$ cat src/rtl/com_fifo_pkg.sv
// Shared sizing helpers for the com_* FIFO family.
package com_fifo_pkg;

    localparam int PREFETCH_DEPTH = 2;

    function automatic int cnt_w(input int cap);
        return $clog2(cap + 1);
    endfunction

endpackage

$ cat src/rtl/com_tpram_reg.sv
// Simple two-port RAM with byte-lane write strobes and a registered, read-first output.
module com_tpram_reg #(
    parameter  int DATA_W = 32,
    parameter  int DEPTH  = 64,
    parameter  int STRB_W = 1,
    localparam int ADDR_W = $clog2(DEPTH),
    localparam int LANE_W = DATA_W / STRB_W
) (
    input  logic              i_wr_clk,
    input  logic [STRB_W-1:0] i_wr_en,
    input  logic [ADDR_W-1:0] i_wr_addr,
    input  logic [DATA_W-1:0] i_wr_data,
    input  logic              i_rd_clk,
    input  logic              i_rd_en,
    input  logic [ADDR_W-1:0] i_rd_addr,
    output logic [DATA_W-1:0] o_rd_data
);

    logic [DATA_W-1:0] r_mem [DEPTH];

    always_ff @(posedge i_wr_clk) begin
        for (int s = 0; s < STRB_W; s++) begin
            if (i_wr_en[s]) begin
                r_mem[i_wr_addr][s*LANE_W +: LANE_W] <= i_wr_data[s*LANE_W +: LANE_W];
            end
        end
    end

    // Read-first: a same-address write in this cycle is not visible until the next read.
    always_ff @(posedge i_rd_clk) begin
        if (i_rd_en) begin
            o_rd_data <= r_mem[i_rd_addr];
        end
    end

endmodule

$ cat src/rtl/com_sfifo_fwft.sv
// Single-clock FWFT FIFO: RAM body plus a 2-entry register queue that hides the RAM read latency.
module com_sfifo_fwft
    import com_fifo_pkg::*;
#(
    parameter  int DATA_W    = 32,
    parameter  int DEPTH     = 64,
    parameter  int AFULL_TH  = 60,
    parameter  int AEMPTY_TH = 2,
    localparam int CAP       = DEPTH + PREFETCH_DEPTH,
    localparam int CNT_W     = cnt_w(DEPTH + PREFETCH_DEPTH)
) (
    input  logic              clk,
    input  logic              rst,
    input  logic              flush,
    input  logic              s_valid,
    output logic              s_ready,
    input  logic [DATA_W-1:0] s_data,
    output logic              m_valid,
    input  logic              m_ready,
    output logic [DATA_W-1:0] m_data,
    output logic [CNT_W-1:0]  count,
    output logic              afull,
    output logic              aempty
);

    localparam int PTR_W  = $clog2(DEPTH);
    localparam int RCNT_W = $clog2(DEPTH + 1);
    localparam logic [CNT_W-1:0] CAP_C    = CNT_W'(CAP);
    localparam logic [CNT_W-1:0] AFULL_C  = CNT_W'(AFULL_TH);
    localparam logic [CNT_W-1:0] AEMPTY_C = CNT_W'(AEMPTY_TH);

    logic [PTR_W-1:0]  r_wr_ptr;
    logic [PTR_W-1:0]  r_rd_ptr;
    logic [RCNT_W-1:0] r_ram_cnt;
    logic              r_inflight;
    logic [1:0]        r_q_cnt;
    logic              r_q_head;
    logic              r_q_tail;
    logic [DATA_W-1:0] r_q [2];
    logic [CNT_W-1:0]  r_count;
    logic              r_afull;
    logic              r_aempty;

    logic              w_clr;
    logic              w_push;
    logic              w_pop;
    logic              w_rd_en;
    logic [2:0]        w_q_occ;
    logic [CNT_W-1:0]  w_count_nxt;
    logic [DATA_W-1:0] w_rd_data;

    assign w_clr   = rst | flush;
    assign s_ready = (r_count < CAP_C);
    assign m_valid = (r_q_cnt != 2'd0);
    assign w_push  = s_valid & s_ready & ~w_clr;
    assign w_pop   = m_valid & m_ready & ~w_clr;

    // Issue a read whenever the queue (including the read already in flight) will have a free slot.
    assign w_q_occ = {1'b0, r_q_cnt} + {2'b00, r_inflight};
    assign w_rd_en = (r_ram_cnt != '0) && ((w_q_occ - {2'b00, w_pop}) < 3'd2) && !w_clr;

    assign m_data = r_q[r_q_head];
    assign count  = r_count;
    assign afull  = r_afull;
    assign aempty = r_aempty;

    always_comb begin
        w_count_nxt = r_count;
        if (w_push && !w_pop) begin
            w_count_nxt = r_count + CNT_W'(1);
        end else if (w_pop && !w_push) begin
            w_count_nxt = r_count - CNT_W'(1);
        end
    end

    always_ff @(posedge clk) begin
        if (w_clr) begin
            r_wr_ptr   <= '0;
            r_rd_ptr   <= '0;
            r_ram_cnt  <= '0;
            r_inflight <= 1'b0;
            r_q_cnt    <= 2'd0;
            r_q_head   <= 1'b0;
            r_q_tail   <= 1'b0;
            r_count    <= '0;
            r_afull    <= 1'b0;
            r_aempty   <= 1'b1;
        end else begin
            if (w_push) begin
                r_wr_ptr <= r_wr_ptr + PTR_W'(1);
            end
            if (w_rd_en) begin
                r_rd_ptr <= r_rd_ptr + PTR_W'(1);
            end
            case ({w_push, w_rd_en})
                2'b10:   r_ram_cnt <= r_ram_cnt + RCNT_W'(1);
                2'b01:   r_ram_cnt <= r_ram_cnt - RCNT_W'(1);
                default: r_ram_cnt <= r_ram_cnt;
            endcase
            case ({r_inflight, w_pop})
                2'b10:   r_q_cnt <= r_q_cnt + 2'd1;
                2'b01:   r_q_cnt <= r_q_cnt - 2'd1;
                default: r_q_cnt <= r_q_cnt;
            endcase
            r_inflight <= w_rd_en;
            r_q_head   <= r_q_head ^ w_pop;
            r_q_tail   <= r_q_tail ^ r_inflight;
            r_count    <= w_count_nxt;
            r_afull    <= (w_count_nxt >= AFULL_C);
            r_aempty   <= (w_count_nxt <= AEMPTY_C);
        end
    end

    // RAM output is only meaningful the cycle after a read was issued.
    always_ff @(posedge clk) begin
        if (r_inflight) begin
            r_q[r_q_tail] <= w_rd_data;
        end
    end

    com_tpram_reg #(
        .DATA_W (DATA_W),
        .DEPTH  (DEPTH),
        .STRB_W (1)
    ) u_ram (
        .i_wr_clk  (clk),
        .i_wr_en   (w_push),
        .i_wr_addr (r_wr_ptr),
        .i_wr_data (s_data),
        .i_rd_clk  (clk),
        .i_rd_en   (w_rd_en),
        .i_rd_addr (r_rd_ptr),
        .o_rd_data (w_rd_data)
    );

endmodule

$ cat config.mk
export PLATFORM = sky130hd
export DESIGN_NAME = com_sfifo_fwft
export DESIGN_NICKNAME = d
export VERILOG_FILES = /design/src/rtl/com_fifo_pkg.sv /design/src/rtl/com_tpram_reg.sv /design/src/rtl/com_sfifo_fwft.sv
export SDC_FILE = /design/constraint.sdc
export NUM_CORES = 2
export LEC_CHECK = 0
export BUFFER_PORTS_ARGS = -buffer_cell sky130_fd_sc_hd__buf_4
export CAP_MARGIN = 25
export CORE_MARGIN = 1
export CORE_UTILIZATION = 50
export CTS_CLUSTER_SIZE = 20
export DETAILED_ROUTE_END_ITERATION = 12
export PLACE_DENSITY = 0.65
export SLEW_MARGIN = 20
export SYNTH_ARGS = -nofsm -noshare
export SYNTH_HDL_FRONTEND = slang
export SYNTH_SLANG_ARGS = --single-unit
$ cat constraint.sdc
create_clock -name clk -period 9.45 [get_ports clk]
set_clock_uncertainty 0.2 [all_clocks]
set_input_delay 2.3625 -clock clk [delete_from_list [all_inputs] [get_ports clk]]
set_output_delay 2.3625 -clock clk [all_outputs]
set_load 0.05 [all_outputs]
==> results.txt <==
status -> finished with violations
failing checks -> DRC
startpoint types -> input pin
Tmin final -> 6.18 ns
Net count, final -> 3735
clk_lat worst skew -> 0.84 ns
Vias -> 37600
Mapped Area -> 83300 um2
max-slew violations -> 0
Die Wd -> 410 um
IO buf count -> 79
gr usage total -> 23.7%
total power -> 18.7 mW
share of layout cells above drive strength 1 -> 30.8%
Fin Setup TNS -> 0 ns
final setup margin -> 3.27 ns
H-tree Lvls -> 4
# rows -> 149
synth top area cells -> edfxtp_1 (77%), mux4_2 (17%), dfxtp_1 (0.79%)
CTS max path bufs -> 3
TritonCTS clock tree -> done
routed vias/inst -> 6.21
post-CTS sizing -> 0
first-pass GRT wire length -> 280 mm
Mapped Nets -> 3541
crit end category -> flop
vias in the first global route -> 37800
Die H -> 410 um
Layout area overhead -> 12.3%
Routed Antenna Nets -> 0
pin count of the biggest net entering global routing -> 136
Clk pin slew, worst setup/hold paths -> 0.06 ns
# fillers -> 12000
Crit path arrival time -> 6.48 ns
max-cap viol count -> 0
Final Wtd Congestion -> 0.822
Worst R2R Setup Slack -> 4.34 ns
CP endpoint -> u_ram.r_mem[16][17]$_DFFE_PP_
Cells after DPL -> 5663
drt initial violations -> 4537
non-filler cells, final -> 6053
initial antenna violation count -> 24
Hold Crit Class -> reg2reg
flops & latches, synth -> 2177
Required @ worst endpoint -> 9.75 ns
drt first pass iters -> 12
CTS Hold Bufs -> 0
dpl hpwl -> 106 mm
most common flop cell mapped by yosys -> edfxtp_1
CTS Buf Count -> 205
Post-route DRC -> 22
Critical R2R Launch -> count[3]$_SDFF_PP0_
Critical path origin -> flush
die footprint -> 168000 um2
number of synthesized flops with an enable pin -> 2144
CP max FO -> 17
io pins -> 80
Max IR drop VDD -> 160 uV
postcts setup bufs -> 0
unrepaired setup endpoints after global routing -> false
headroom to the max-slew limit -> 27.6%
core area -> 165000 um2
clk sinks -> 2177
Synth Instances -> 3490
Ys Warns -> 0
asr flop ratio synth -> 0%
clk root buf -> clkbuf_16
R2R depth -> 8
drt wl/cell -> 32.6 um
Synth area leader -> edfxtp_1
CP Class -> in2reg
endpoints failing setup -> 0
Final Hold Viols -> 0
Static Leak -> 27.7 nW
Netlist cell types -> 45
pwr dens -> 200 nW/um2
Tcrit/Tclk final -> 65.4%
post-synthesis sequential area ratio -> 78.1%
final hold slack -> 0.244 ns
Synth top area share -> 77.3%
final wirelength -> 197 mm
Worst R2R End -> u_ram.r_mem[16][17]$_DFFE_PP_
Initial Util -> 50.4%
DP Worst Slack -> 2.55 ns
Syn Area/Cell -> 23.9 um2
Peak Freq -> 0.162 GHz
total grt overflow -> 0
worst-margin pin slew -> 1.09 ns
-- through the flow --
stage          util [%]  area (um2)
6_report           56.6       93500
5_1_grt            56.6       93500
4_1_cts            56.6       93500
3_5_place_dp       52.8       87100
3_3_place_gp       52.7       87100
2_1_floorplan         -       83300
-- cell families (layout without fill, tap and decap cells) --
kind of cell / count (synthesis) / count (layout) / share of synthesized area (%)
compound gates: 133 / 133 / 1.03
xor+xnor: 26 / 26 / 0.274
fa+ha+maj: 14 / 14 / 0.228
buf+inv: 200 / 569 / 1.08
flops: 2177 / 2177 / 78.1
mux: 714 / 714 / 18.0
other cells: 0 / 5 / 0
simple gates: 226 / 226 / 1.31
-- layer usage --
metal	up-vias	GRT usage [%]	share of wire (%)
li1	15300	-	-
met1	20400	33.8	41
met2	1534	36.0	47
met3	268	6.65	8.9
met4	12	7.25	2.9
met5	-	0	0.045
-- how the worst min path moves through the flow --
stage                                              from                    to  slack, ns  depth (start not counted)
after floorplan            u_ram.o_rd_data[0]$_DFFE_PP_   r_q[0][0]$_DFFE_PP_       0.22                          0
after global placement    u_ram.o_rd_data[16]$_DFFE_PP_  r_q[0][16]$_DFFE_PP_       0.22                          0
after detailed placement  u_ram.o_rd_data[29]$_DFFE_PP_  r_q[1][29]$_DFFE_PP_       0.23                          0
after CTS                 u_ram.o_rd_data[29]$_DFFE_PP_  r_q[1][29]$_DFFE_PP_       0.24                          0
after global routing      u_ram.o_rd_data[29]$_DFFE_PP_  r_q[0][29]$_DFFE_PP_       0.26                          0
final                     u_ram.o_rd_data[23]$_DFFE_PP_  r_q[0][23]$_DFFE_PP_       0.24                          0
-- registers in the layout, indices dropped and copies added (netlist names) --
name             count
u_ram.r_mem       2048
r_q                 64
u_ram.o_rd_data     32
count                7
r_ram_cnt            7
r_rd_ptr             6
r_wr_ptr             6
r_q_cnt              2
aempty               1
afull                1
r_inflight           1
r_q_head             1
r_q_tail             1
-- cell usage after synthesis, types with 4 or more instances --
cell and instances:
dfxtp_1 33, mux2_2 35, nand4_1 4, xnor2_1 12, or3_1 4, nand3_1 9
o21ai_1 4, mux2i_1 59, edfxtp_1 2144, and2_1 6, buf_2 54, a211oi_1 53
o21ai_0 4, ha_1 12, buf_1 28, nor2_1 100, a31oi_1 4, inv_1 10
nor2b_1 53, clkbuf_1 89, buf_4 17, xor2_1 14, nand2_1 30, mux4_2 620
a21oi_1 52
-- cell type report --
cell class                 instances  area (um2)  share of cell area, %
clock inverter                   118         903                  0.966
multi-input combinational       1113       17800                   19.1
clock buffer                     264        5450                   5.82
sequential                      2177       65100                   69.6
antenna                            5        12.5                 0.0134
timing repair buffer             177        1510                   1.61
inverter                          10        37.5                 0.0401
tap                             2189        2740                   2.93
-- cell usage in the layout, fill, tap and decap left out, types with 52 or more instances in the layout --
master / netlist / final
edfxtp_1: 2144 / 2144
mux4_2: 620 / 620
clkbuf_16: 0 / 208
buf_4: 17 / 164
nor2_4: 0 / 64
mux2i_1: 59 / 59
nor2b_1: 53 / 53
clkbuf_1: 89 / 53
a211oi_1: 53 / 52
a21oi_1: 52 / 52
clkinv_1: 0 / 52
-- critical path, cell delays in order --
cell and delay, ns:
buf_4 0.12, nor2_1 0.57, and2_1 0.27, and2_1 0.49, inv_1 0.19, nor2_1 0.49, nand2_1 0.76, nor2_4 0.78
buf_4 0.40
-- power by group --
group | switching [mW] | total (mW) | internal [mW] | leakage (nW)
clock network | 3.48 | 7.82 | 4.34 | 3.10
logic | 0.209 | 0.252 | 0.0424 | 5.10
registers | 0.00429 | 10.6 | 10.6 | 19.5
total | 3.69 | 18.7 | 15.0 | 27.7
(Power assumes the default switching activity.)
